$ cat config.mk
export PLATFORM = sky130hd
export DESIGN_NAME = pipeline_stage_register_flat
export DESIGN_NICKNAME = d
export VERILOG_FILES = /design/src/rtl/pipeline_pkg.sv /design/src/rtl/pipeline_stage_register_if.sv /design/src/rtl/pipeline_stage_register_slot.sv /design/src/rtl/pipeline_stage_register.sv /design/src/flat_wrapper.sv
export SDC_FILE = /design/constraint.sdc
export NUM_CORES = 1
export LEC_CHECK = 0
export CAP_MARGIN = 20
export CORE_ASPECT_RATIO = 0.6
export CORE_MARGIN = 10
export CORE_UTILIZATION = 44
export CTS_CLUSTER_SIZE = 10
export DETAILED_ROUTE_END_ITERATION = 16
export PLACE_DENSITY = 0.91
export SLEW_MARGIN = 5
export SYNTH_ARGS = -nofsm -noshare
export SYNTH_HDL_FRONTEND = slang
export SYNTH_SLANG_ARGS = --single-unit
$ cat constraint.sdc
create_clock -name clk -period 4 [get_ports clk]
set_input_delay 0.8 -clock clk [delete_from_list [all_inputs] [get_ports clk]]
set_output_delay 0.8 -clock clk [all_outputs]
set_load 0.02 [all_outputs]
$ cat src/rtl/pipeline_pkg.sv
// Shared constants and types for the pipeline stage registers.
//
// Contents:
//   IF_ID_WIDTH, ID_EX_WIDTH, EX_MEM_WIDTH, MEM_WB_WIDTH : payload widths per stage boundary
//   stage_level_t : occupancy count of one stage register (0..2)
//   count_level() : occupancy from the two slot valid bits
package pipeline_pkg;

    localparam int IF_ID_WIDTH  = 97;
    localparam int ID_EX_WIDTH  = 150;
    localparam int EX_MEM_WIDTH = 110;
    localparam int MEM_WB_WIDTH = 72;

    typedef logic [1:0] stage_level_t;

    function automatic stage_level_t count_level(input logic main_valid,
                                                 input logic skid_valid);
        return stage_level_t'(main_valid) + stage_level_t'(skid_valid);
    endfunction

endpackage

$ cat src/rtl/pipeline_stage_register_if.sv
// Handshake bundle around one pipeline stage register.
//
// Valid/ready contract: a payload moves on a rising clk edge where both
// valid and ready of that side are high. The producer holds valid and data
// stable until that edge; valid never depends combinationally on ready.
//
// Signals:
//   in_valid/in_ready/in_data    : upstream side
//   out_valid/out_ready/out_data : downstream side
//   level                        : payloads currently held by the stage
// Modports:
//   master : the environment (drives inputs, observes outputs)
//   slave  : the stage register itself
interface pipeline_stage_register_if
    import pipeline_pkg::*;
    #(parameter int WIDTH = IF_ID_WIDTH) ();

    logic             in_valid;
    logic             in_ready;
    logic [WIDTH-1:0] in_data;
    logic             out_valid;
    logic             out_ready;
    logic [WIDTH-1:0] out_data;
    stage_level_t     level;

    modport master (
        output in_valid, in_data, out_ready,
        input  in_ready, out_valid, out_data, level
    );

    modport slave (
        input  in_valid, in_data, out_ready,
        output in_ready, out_valid, out_data, level
    );

endinterface

$ cat src/rtl/pipeline_stage_register_slot.sv
// pipe_slot: one storage slot of a stage register (valid flop + payload flop).
//
// Ports:
//   clk, reset_n : clock, asynchronous active-low reset
//   flush        : invalidate and mask the payload with KEEP_MASK
//   load         : capture load_data and mark valid
//   drop         : mark invalid, payload untouched
//   load_data    : payload to capture
//   valid, data  : slot contents
// Priority: reset > flush > load > drop.
module pipe_slot #(
    parameter int               WIDTH       = 97,
    parameter logic [WIDTH-1:0] KEEP_MASK   = WIDTH'(1),
    parameter logic [WIDTH-1:0] RESET_VALUE = '0
) (
    input  logic             clk,
    input  logic             reset_n,
    input  logic             flush,
    input  logic             load,
    input  logic             drop,
    input  logic [WIDTH-1:0] load_data,
    output logic             valid,
    output logic [WIDTH-1:0] data
);

    always_ff @(posedge clk or negedge reset_n) begin
        if (!reset_n) begin
            valid <= 1'b0;
            data  <= RESET_VALUE;
        end else if (flush) begin
            valid <= 1'b0;
            data  <= data & KEEP_MASK;
        end else if (load) begin
            valid <= 1'b1;
            data  <= load_data;
        end else if (drop) begin
            valid <= 1'b0;
        end
    end

endmodule

$ cat src/rtl/pipeline_stage_register.sv
// pipeline_stage_register: registered pipeline stage with valid/ready
// handshake, synchronous flush and optional skid slot.
//
// Ports:
//   clk     : single clock, all state on the rising edge
//   reset_n : asynchronous active-low reset
//   flush   : synchronous kill of everything held; beats any handshake
//   bus     : pipeline_stage_register_if.slave (in_*, out_*, level)
//
// Configuration macro: PIPELINE_STAGE_SKID_EN
//   defined   : main + skid slot, in_ready = !skid_valid straight from a flop
//   undefined : main slot only, in_ready = out_ready || !out_valid
//
// WIDTH must match the WIDTH of the connected interface instance.
module pipeline_stage_register
    import pipeline_pkg::*;
#(
    parameter int               WIDTH           = IF_ID_WIDTH,
    parameter logic [WIDTH-1:0] FLUSH_KEEP_MASK = WIDTH'(1),
    parameter logic [WIDTH-1:0] RESET_VALUE     = '0
) (
    input  logic                        clk,
    input  logic                        reset_n,
    input  logic                        flush,
    pipeline_stage_register_if.slave    bus
);

    logic             accept;
    logic             rel;
    logic             main_valid;
    logic [WIDTH-1:0] main_data;
    logic             main_load;
    logic             main_drop;
    logic [WIDTH-1:0] main_in;
    logic             skid_valid;

    assign accept = bus.in_valid && bus.in_ready;
    assign rel    = main_valid && bus.out_ready;

`ifdef PIPELINE_STAGE_SKID_EN
    logic             main_free;
    logic             skid_load;
    logic             skid_drop;
    logic [WIDTH-1:0] skid_data;

    // Main can take a new payload when it is empty or handing its payload
    // off this cycle. A waiting skid payload always goes first to keep order.
    assign main_free = !main_valid || rel;
    assign main_load = main_free && (skid_valid || accept);
    assign main_drop = main_free;
    assign main_in   = skid_valid ? skid_data : bus.in_data;

    // Skid captures an accept that cannot go straight to main, either because
    // main is stalled or because main is being refilled from skid.
    assign skid_load = accept && (!main_free || skid_valid);
    assign skid_drop = main_free && skid_valid;

    // Flop-driven ready: no path from out_ready to in_ready.
    assign bus.in_ready = !skid_valid;

    pipe_slot #(
        .WIDTH       (WIDTH),
        .KEEP_MASK   (FLUSH_KEEP_MASK),
        .RESET_VALUE (RESET_VALUE)
    ) u_skid (
        .clk       (clk),
        .reset_n   (reset_n),
        .flush     (flush),
        .load      (skid_load),
        .drop      (skid_drop),
        .load_data (bus.in_data),
        .valid     (skid_valid),
        .data      (skid_data)
    );
`else
    assign main_load    = accept;
    assign main_drop    = rel;
    assign main_in      = bus.in_data;
    assign skid_valid   = 1'b0;
    assign bus.in_ready = bus.out_ready || !main_valid;
`endif

    pipe_slot #(
        .WIDTH       (WIDTH),
        .KEEP_MASK   (FLUSH_KEEP_MASK),
        .RESET_VALUE (RESET_VALUE)
    ) u_main (
        .clk       (clk),
        .reset_n   (reset_n),
        .flush     (flush),
        .load      (main_load),
        .drop      (main_drop),
        .load_data (main_in),
        .valid     (main_valid),
        .data      (main_data)
    );

    assign bus.out_valid = main_valid;
    assign bus.out_data  = main_data;
    assign bus.level     = count_level(main_valid, skid_valid);

endmodule
$ cat src/flat_wrapper.sv
// flat-port wrapper written by rule: the top's interface ports become plain ports
module pipeline_stage_register_flat import pipeline_pkg::*;
#(
    parameter int               WIDTH           = IF_ID_WIDTH,
    parameter logic [WIDTH-1:0] FLUSH_KEEP_MASK = WIDTH'(1),
    parameter logic [WIDTH-1:0] RESET_VALUE     = '0
)
  (clk, reset_n, flush, bus_in_valid, bus_in_data, bus_out_ready, bus_in_ready, bus_out_valid, bus_out_data, bus_level);
  pipeline_stage_register_if #(.WIDTH(WIDTH)) bus_i ();
  input  logic clk;
  input  logic reset_n;
  input  logic flush;
  input wire logic [$bits(bus_i.in_valid)-1:0] bus_in_valid;
  input wire logic [$bits(bus_i.in_data)-1:0] bus_in_data;
  input wire logic [$bits(bus_i.out_ready)-1:0] bus_out_ready;
  output wire logic [$bits(bus_i.in_ready)-1:0] bus_in_ready;
  output wire logic [$bits(bus_i.out_valid)-1:0] bus_out_valid;
  output wire logic [$bits(bus_i.out_data)-1:0] bus_out_data;
  output wire logic [$bits(bus_i.level)-1:0] bus_level;
  assign bus_i.in_valid = bus_in_valid;
  assign bus_i.in_data = bus_in_data;
  assign bus_i.out_ready = bus_out_ready;
  assign bus_in_ready = bus_i.in_ready;
  assign bus_out_valid = bus_i.out_valid;
  assign bus_out_data = bus_i.out_data;
  assign bus_level = bus_i.level;
  pipeline_stage_register #(.WIDTH(WIDTH), .FLUSH_KEEP_MASK(FLUSH_KEEP_MASK), .RESET_VALUE(RESET_VALUE)) u_core (.clk(clk), .reset_n(reset_n), .flush(flush), .bus(bus_i));
endmodule
==> flow_summary.yaml, run 1 <==
timing:
  worst_pin_slew_ns: 1.03
  slew_headroom_pct: 31.1
  finalSetupViolations: 0
  max_freq_mhz: 356
  hold_viol: 0
  fin_skew_ns: 0.00678
  worst_slack_ns: 1.19
  setup_tns_ns: 0
  fin_crit_sh_pct: 70.3
  grt_setup_unrepaired: "false"
  final_max_slew_viol_count: 0
  min_period_ns: 2.81
placed_design:
  dp_hpwl_mm: 9.72
  numPortBuffers: 201
  place_area_um2: 6150
  dp_slack_ns: 1.19
  post-place-cells: 728
  place_congestion: 0.739
power_and_ir_drop:
  leakagePower_nw: 2.61
  ir_drop_uv: 329
  pwr-share-comb_pct: 19.3
  p_seq_share_pct: 43.6
  p_per_area_nw_per_um2: 381
  internal_power_w: 0.00182
  p_sw_share_pct: 26.1
  p_clk_share_pct: 37.1
  netSwitchingPower_w: 0.000643
critical_path:
  critPathRequiredTime_ns: 3.20
  cp_top_family: "buffers and inverters"
  critPathKind: "input port to output port"
  cp_cell_sequence: "clkdlybuf4s50_1 -> nor2b_4 -> inv_6 -> clkdlybuf4s50_1"
  start_kind: "input port"
  crit_slowest_cell: "clkdlybuf4s50_1"
  cp_num_buf_inv: 3
  slowest_delay_ns: 0.59
  worst_ep_arrival_time_ns: 2.01
  endpoint_kind: "output port"
  cp_max_fo: 2
  crit_path_frequent_cell: "clkdlybuf4s50_1"
floorplan:
  ios: 203
  initial_core_util_pct: 45.8
  floorplan.core_area_um2: 9320
  fp.dieW_um: 147
  die-area_um2: 14200
  fp.dieH_um: 96.3
  num_rows: 27
drt:
  totalWireLength_mm: 14.6
  via_per_inst: 5.65
  ant_nets: 0
  drtIter0Drc: 256
  dr.pass1.iters: 4
  num_vias: 4207
  wl_per_cell_um: 19.6
  drc: 0
clocking:
  clk_pin_slew_worst_paths_ns: 0.07
  cts_htree_levels: 3
  clock_path_buffers: 2
  postCtsSetupRepairBufs: 0
  cts_root_buffer: "clkbuf_16"
  cts_resized: 0
  clock_sinks: 98
  hold_buffers: 0
  cts_made_buffers: 9
  clock_latency_ns: 0.33
  cts_tree: "built"
layout:
  layout_common_cells: "clkdlybuf4s50_1 (198), dfrtp_1 (98), a21oi_1 (97), nand3_1 (96), o21ai_0 (82)"
  finalInstanceArea_um2: 6470
  utilization_pct: 69.4
  num_antenna_cells: 0
  fill_cells: 720
  multiInputGateArea_um2: 1490
  fin_nets: 711
  instances_no_fill: 744
  final_common_cell: "clkdlybuf4s50_1"
  ff_latch_area_um2: 2450
  area_growth_pct: 51.6
  drive_gt1_share_pct: 4.23
hold_path:
  min_path_type: "register to register"
yosys:
  postSynthNetCount: 550
  synth.distinct_cells: 17
  avgSynthCellArea_um2: 9.53
  ys_seq_elements: 98
  ys_seq_area_share_pct: 57.5
  netlist_instances: 448
  syn_area_um2: 4270
  yosysWarnings: 0
grt:
  grt_max_degree: 99
  antenna_found_initial: 0
  grt-ovfl-total: 0
  grt_pass1_wl_mm: 23.1
  gr-usage-all-layers_pct: 20.0
  grt_pass1_vias: 4231
status:
  status: "finished clean"
flow_run:
  cap_violations: 0
kinds of logic after synthesis:
kind of cell,after synthesis,synth area share [%]
AOI/OAI and AO/OA,193,22.6
buffers and inverters,57,7.74
DFF,98,57.5
muxes,1,0.264
other,1,0.0879
and+or+nand+nor,98,11.8
final timing paths:
kind                       slack [ns]             startpoint                      to  cells past startpoint
min reg2reg                      0.50  u_core.u_main.data[0]   u_core.u_main.data[0]                      1
min in group asynchronous        0.58                reset_n  u_core.u_main.data[35]                      1
max                              1.19          bus_out_ready            bus_in_ready                      4
min                              0.50  u_core.u_main.data[0]   u_core.u_main.data[0]                      1
max reg2reg                      2.12    u_core.u_main.valid  u_core.u_main.data[86]                      5
max in group asynchronous        2.48                reset_n  u_core.u_main.data[65]                      2
metal layers:
layer	share of wire, %	global-route usage, %	vias up
li1	-	-	1917
met1	39	23.8	2089
met2	50	32.8	180
met3	10	9.04	21
met4	1.5	5.25	0
met5	0	0	-
stage by stage:
step,hold WS (ns),total power [W]
3_5_place_dp,0.493,0.00157
4_1_cts,0.509,0.00250
2_1_floorplan,0.504,0.00131
6_report,0.505,0.00247
3_3_place_gp,0.468,0.00156
5_1_grt,0.526,0.00258
synth_stat cells:
master    instances  share of area (%)
nor3_2            1               0.23
clkbuf_2          1               0.12
clkbuf_1         18                1.6
buf_2            20                2.3
buf_1             3               0.26
buf_6             9                2.4
o21ai_0          82                9.6
nand3_1          96                 11
a21oi_1          97                 11
buf_4             4               0.70
mux2_1            1               0.26
nor2b_4           1               0.32
inv_4             1               0.15
dfrtp_1          98                 57
o21ai_1          14                1.6
inv_6             1               0.21
conb_1            1              0.088
flip-flops by register name (all words and copies together), names as in the netlist:
name,count
u_core.u_main.data,97
u_core.u_main.valid,1
final cells by class:
class	count	share of cell area [%]
Timing Repair Buffer	205	31.5
Tap cell	130	2.51
Inverter	2	0.232
Clock buffer	10	3.54
Multi-Input combinational cell	293	23.0
Sequential cell	98	37.9
Clock inverter	6	1.39
power groups by stage:
stage	sequential, W	clock [W]	combinational, W
after floorplan	0.00116	0	0.000144
after global routing	0.00108	0.000986	0.000512
after CTS	0.00108	0.000940	0.000480
after detailed placement	0.00109	0	0.000478
final	0.00108	0.000916	0.000475
after global placement	0.00109	0	0.000467
No activity file was read; power rests on OpenSTA's default activity.
==> inputs of run 2 (changes only) <==
- CORE_UTILIZATION: 44 -> 41
- PLACE_DENSITY: 0.91 -> 0.86
- clock period: 4 -> 2.9 ns (I/O delays scaled with it)
==> flow_summary.yaml, run 2 (synthesis results as in run 1) <==
timing:
  fin_skew_ns: 0.00832
  hold_viol: 0
  setup_tns_ns: 0
  final_max_slew_viol_count: 0
  worst_pin_slew_ns: 1.02
  fin_crit_sh_pct: 81.7
  min_period_ns: 2.37
  max_freq_mhz: 422
  finalSetupViolations: 0
  grt_setup_unrepaired: "false"
  slew_headroom_pct: 32.1
drt:
  via_per_inst: 5.40
  ant_nets: 0
  dr.pass1.iters: 5
  num_vias: 4061
  drc: 0
  drtIter0Drc: 215
  totalWireLength_mm: 14.1
  wl_per_cell_um: 18.8
critical_path:
  endpoint_kind: "output port"
  critPathRequiredTime_ns: 2.32
  crit_path_frequent_cell: "clkdlybuf4s50_1"
  cp_cell_sequence: "clkdlybuf4s50_1 -> nor2b_4 -> inv_6 -> clkdlybuf4s50_1"
  cp_max_fo: 2
  worst_ep_arrival_time_ns: 1.79
  crit_slowest_cell: "clkdlybuf4s50_1"
  critPathKind: "input port to output port"
  slowest_delay_ns: 0.59
  start_kind: "input port"
  cp_num_buf_inv: 3
  cp_top_family: "buffers and inverters"
power_and_ir_drop:
  p_seq_share_pct: 44.9
  p_sw_share_pct: 26.4
  ir_drop_uv: 322
  p_clk_share_pct: 35.2
  pwr-share-comb_pct: 19.9
  netSwitchingPower_w: 0.000870
  p_per_area_nw_per_um2: 509
  leakagePower_nw: 2.61
  internal_power_w: 0.00243
layout:
  area_growth_pct: 51.8
  regMostFlops: "u_core.u_main.data"
  largestRegisters: "u_core.u_main.data x97, u_core.u_main.valid x1"
  drive_gt1_share_pct: 4.38
  fill_cells: 812
  fin_nets: 714
  final_common_cell: "clkdlybuf4s50_1"
  layout_common_cells: "clkdlybuf4s50_1 (198), dfrtp_1 (98), a21oi_1 (97), nand3_1 (96), o21ai_0 (82)"
  largest_reg_flops: 97
  finalInstanceArea_um2: 6480
  num_antenna_cells: 0
clocking:
  clk_pin_slew_worst_paths_ns: 0.07
  postCtsSetupRepairBufs: 0
  cts_made_buffers: 9
  clock_path_buffers: 2
  cts_htree_levels: 3
  hold_buffers: 0
  cts_resized: 0
  cts_tree: "built"
  clock_sinks: 98
  clock_latency_ns: 0.33
  cts_root_buffer: "clkbuf_16"
status:
  status: "finished clean"
grt:
  grt_pass1_vias: 3989
  grt_pass1_wl_mm: 21.8
  antenna_found_initial: 0
  gr-usage-all-layers_pct: 17.9
  grt-ovfl-total: 0
  grt_max_degree: 99
floorplan:
  fp.dieH_um: 99.0
  ios: 203
  floorplan.core_area_um2: 10000
  num_rows: 28
  fp.dieW_um: 152
  die-area_um2: 15000
  initial_core_util_pct: 42.6
placed_design:
  place_area_um2: 6190
  numPortBuffers: 201
  place_congestion: 0.759
  dp_hpwl_mm: 9.65
hold_path:
  min_path_type: "input port to async pin"
flow_run:
  cap_violations: 0
-- run 2: final cells by class --
cell class | instances | area (um^2) | area share (%)
well taps | 135 | 169 | 2.61
clock inverters | 4 | 52.6 | 0.811
multi-input cells | 293 | 1490 | 22.9
repair buffers | 208 | 2070 | 31.9
clock buffers | 12 | 236 | 3.65
inverters | 2 | 15.0 | 0.232
flip-flops and latches | 98 | 2450 | 37.8
-- run 2: worst reg2reg max path: cells and delay by family (launching register included) --
kind                   cells  cell delay (ns)
and+or+nand+nor            2             0.47
DFF                        1             0.40
AOI/OAI and AO/OA          1             0.21
buffers and inverters      2             0.73
-- run 2: per-stage QoR --
stage                     worst slack, ns  hold WS [ns]  util (%)  cells  power, W
after global routing                0.482         0.330      64.7    752   0.00346
after floorplan                      1.31         0.284         -    448   0.00180
after detailed placement            0.468         0.480      61.8    736   0.00217
after CTS                           0.526         0.317      64.7    752   0.00334
after global placement              0.506         0.471      61.8    736   0.00215
final                               0.530         0.242      64.7    752   0.00330
-- run 2: power by group through the flow --
| stage | logic [W] | clock network [W] | registers, W |
|---|---|---|---|
| CTS | 0.000664 | 0.00120 | 0.00148 |
| finish | 0.000657 | 0.00116 | 0.00148 |
| floorplan | 0.000199 | 0 | 0.00160 |
| global placement | 0.000650 | 0 | 0.00150 |
| detailed placement | 0.000662 | 0 | 0.00151 |
| global route | 0.000708 | 0.00126 | 0.00149 |
-- run 2: path summary, 6_finish.rpt --
| path | from | end | slack [ns] | depth (start not counted) |
|---|---|---|---|---|
| setup / recovery | bus_out_ready | bus_in_ready | 0.53 | 4 |
| hold / removal | reset_n | u_core.u_main.data[33] | 0.24 | 2 |
| setup reg to reg | u_core.u_main.valid | u_core.u_main.data[7] | 1.00 | 5 |
| hold reg to reg | u_core.u_main.data[0] | u_core.u_main.data[0] | 0.50 | 1 |
| max in group asynchronous | reset_n | u_core.u_main.data[71] | 2.19 | 2 |
| min in group clk | u_core.u_main.data[0] | u_core.u_main.data[0] | 0.50 | 1 |
-- run 2: layer usage --
| layer | vias up | GRT usage (%) | routed length [um] |
|---|---|---|---|
| met3 | 17 | 8.45 | 1650 |
| met2 | 166 | 28.8 | 6810 |
| met5 | - | 0 | 0 |
| met4 | 0 | 4.60 | 185 |
| li1 | 1919 | - | - |
| met1 | 1959 | 21.2 | 5480 |
==> inputs of run 3 (changes only) <==
- clock period: 2.9 -> 2.45 ns (I/O delays scaled with it)
==> flow_summary.yaml, run 3 (synthesis results as in run 1) <==
drt:
  drc: 0
  totalWireLength_mm: 14.7
  via_per_inst: 5.47
  wl_per_cell_um: 19.5
  ant_nets: 0
  num_vias: 4121
  drtIter0Drc: 288
  dr.pass1.iters: 5
clocking:
  hold_buffers: 0
  clock_sinks: 98
  cts_made_buffers: 9
  cts_htree_levels: 3
  cts_root_buffer: "clkbuf_16"
  cts_tree: "built"
  clock_path_buffers: 2
  clk_pin_slew_worst_paths_ns: 0.07
  postCtsSetupRepairBufs: 0
  clock_latency_ns: 0.33
  cts_resized: 0
timing:
  fin_skew_ns: 0.00364
  min_period_ns: 2.23
  final_max_slew_viol_count: 0
  grt_setup_unrepaired: "false"
  worst_slack_ns: 0.221
  hold_viol: 0
  slew_headroom_pct: 58.8
  fin_crit_sh_pct: 91.0
  worst_pin_slew_ns: 0.617
  finalSetupViolations: 0
  max_freq_mhz: 449
  setup_tns_ns: 0
grt:
  grt_pass1_vias: 4127
  gr-usage-all-layers_pct: 18.7
  grt_pass1_wl_mm: 22.6
  grt-ovfl-total: 0
  grt_max_degree: 98
  antenna_found_initial: 0
placed_design:
  dp_slack_ns: 0.232
  dp_hpwl_mm: 10.2
  numPortBuffers: 201
  place_congestion: 0.767
layout:
  largest_reg_flops: 97
  final_common_cell: "clkdlybuf4s50_1"
  regMostFlops: "u_core.u_main.data"
  drive_gt1_share_pct: 4.85
  num_antenna_cells: 0
  largestRegisters: "u_core.u_main.data x97, u_core.u_main.valid x1"
  fin_nets: 715
  area_growth_pct: 53.6
  layout_common_cells: "clkdlybuf4s50_1 (198), dfrtp_1 (98), a21oi_1 (97), nand3_1 (96), o21ai_0 (82)"
  fill_cells: 804
floorplan:
  num_rows: 28
  initial_core_util_pct: 42.6
  floorplan.core_area_um2: 10000
  ios: 203
  fp.dieH_um: 99.0
  fp.dieW_um: 152
  die-area_um2: 15000
critical_path:
  critPathRequiredTime_ns: 1.96
  endpoint_kind: "output port"
  cp_max_fo: 2
  start_kind: "input port"
  worst_ep_arrival_time_ns: 1.74
  critPathKind: "input port to output port"
flow_run:
  cap_violations: 0
status:
  status: "finished clean"
hold_path:
  min_path_type: "input port to async pin"
power_and_ir_drop:
  p_per_area_nw_per_um2: 618
  leakagePower_nw: 2.64
  ir_drop_uv: 353
==> run 3: per-stage QoR <==
step / instances / area [um^2] / hold slack (ns) / util, % / power [W]
after global routing: 753 / 6560 / 0.192 / 65.4 / 0.00422
final: 753 / 6560 / 0.157 / 65.4 / 0.00405
after floorplan: 448 / 4270 / 0.194 / - / 0.00213
after detailed placement: 737 / 6240 / 0.482 / 62.2 / 0.00258
after CTS: 753 / 6560 / 0.173 / 65.4 / 0.00410
after global placement: 737 / 6240 / 0.470 / 62.2 / 0.00256
==> run 3: cell type report <==
class                           count  area (um^2)  area share (%)
Inverter                            2         15.0           0.229
Multi-Input combinational cell    293         1490            22.7
Clock buffer                       10          229            3.49
Timing Repair Buffer              209         2110            32.3
Tap cell                          135          169            2.58
Clock inverter                      6         91.3            1.39
Sequential cell                    98         2450            37.4
==> run 3: final timing paths <==
kind	from	to	slack [ns]	cells past startpoint
min reg2reg	u_core.u_main.data[0]	u_core.u_main.data[0]	0.50	1
min	reset_n	u_core.u_main.data[28]	0.16	1
min in group clk	u_core.u_main.data[0]	u_core.u_main.data[0]	0.50	1
max in group asynchronous	reset_n	u_core.u_main.data[72]	1.56	2
max	bus_out_ready	bus_in_ready	0.22	4
max reg2reg	u_core.u_main.valid	u_core.u_main.data[0]	0.93	4
==> run 3: metal layers <==
metal	global-route usage (%)	routed length (um)	vias to the layer above	share of wire, %
li1	-	-	1919	-
met1	22.3	5640	2024	38
met2	30.7	7330	170	50
met3	8.31	1610	8	11
met4	3.43	87	0	0.59
met5	0	0	-	0
==> run 3: power by group <==
| group | internal [W] | switching (W) | leakage (nW) |
|---|---|---|---|
| Combinational | 0.000381 | 0.000409 | 1.19 |
| Clock | 0.000897 | 0.000608 | 0.145 |
| Sequential | 0.00171 | 0.0000462 | 1.31 |
==> run 3: worst max-delay path, cell delays in order <==
cell	delay [ns]
clkdlybuf4s50_1	0.52
nor2b_4	0.08
inv_6	0.06
clkdlybuf4s50_1	0.60
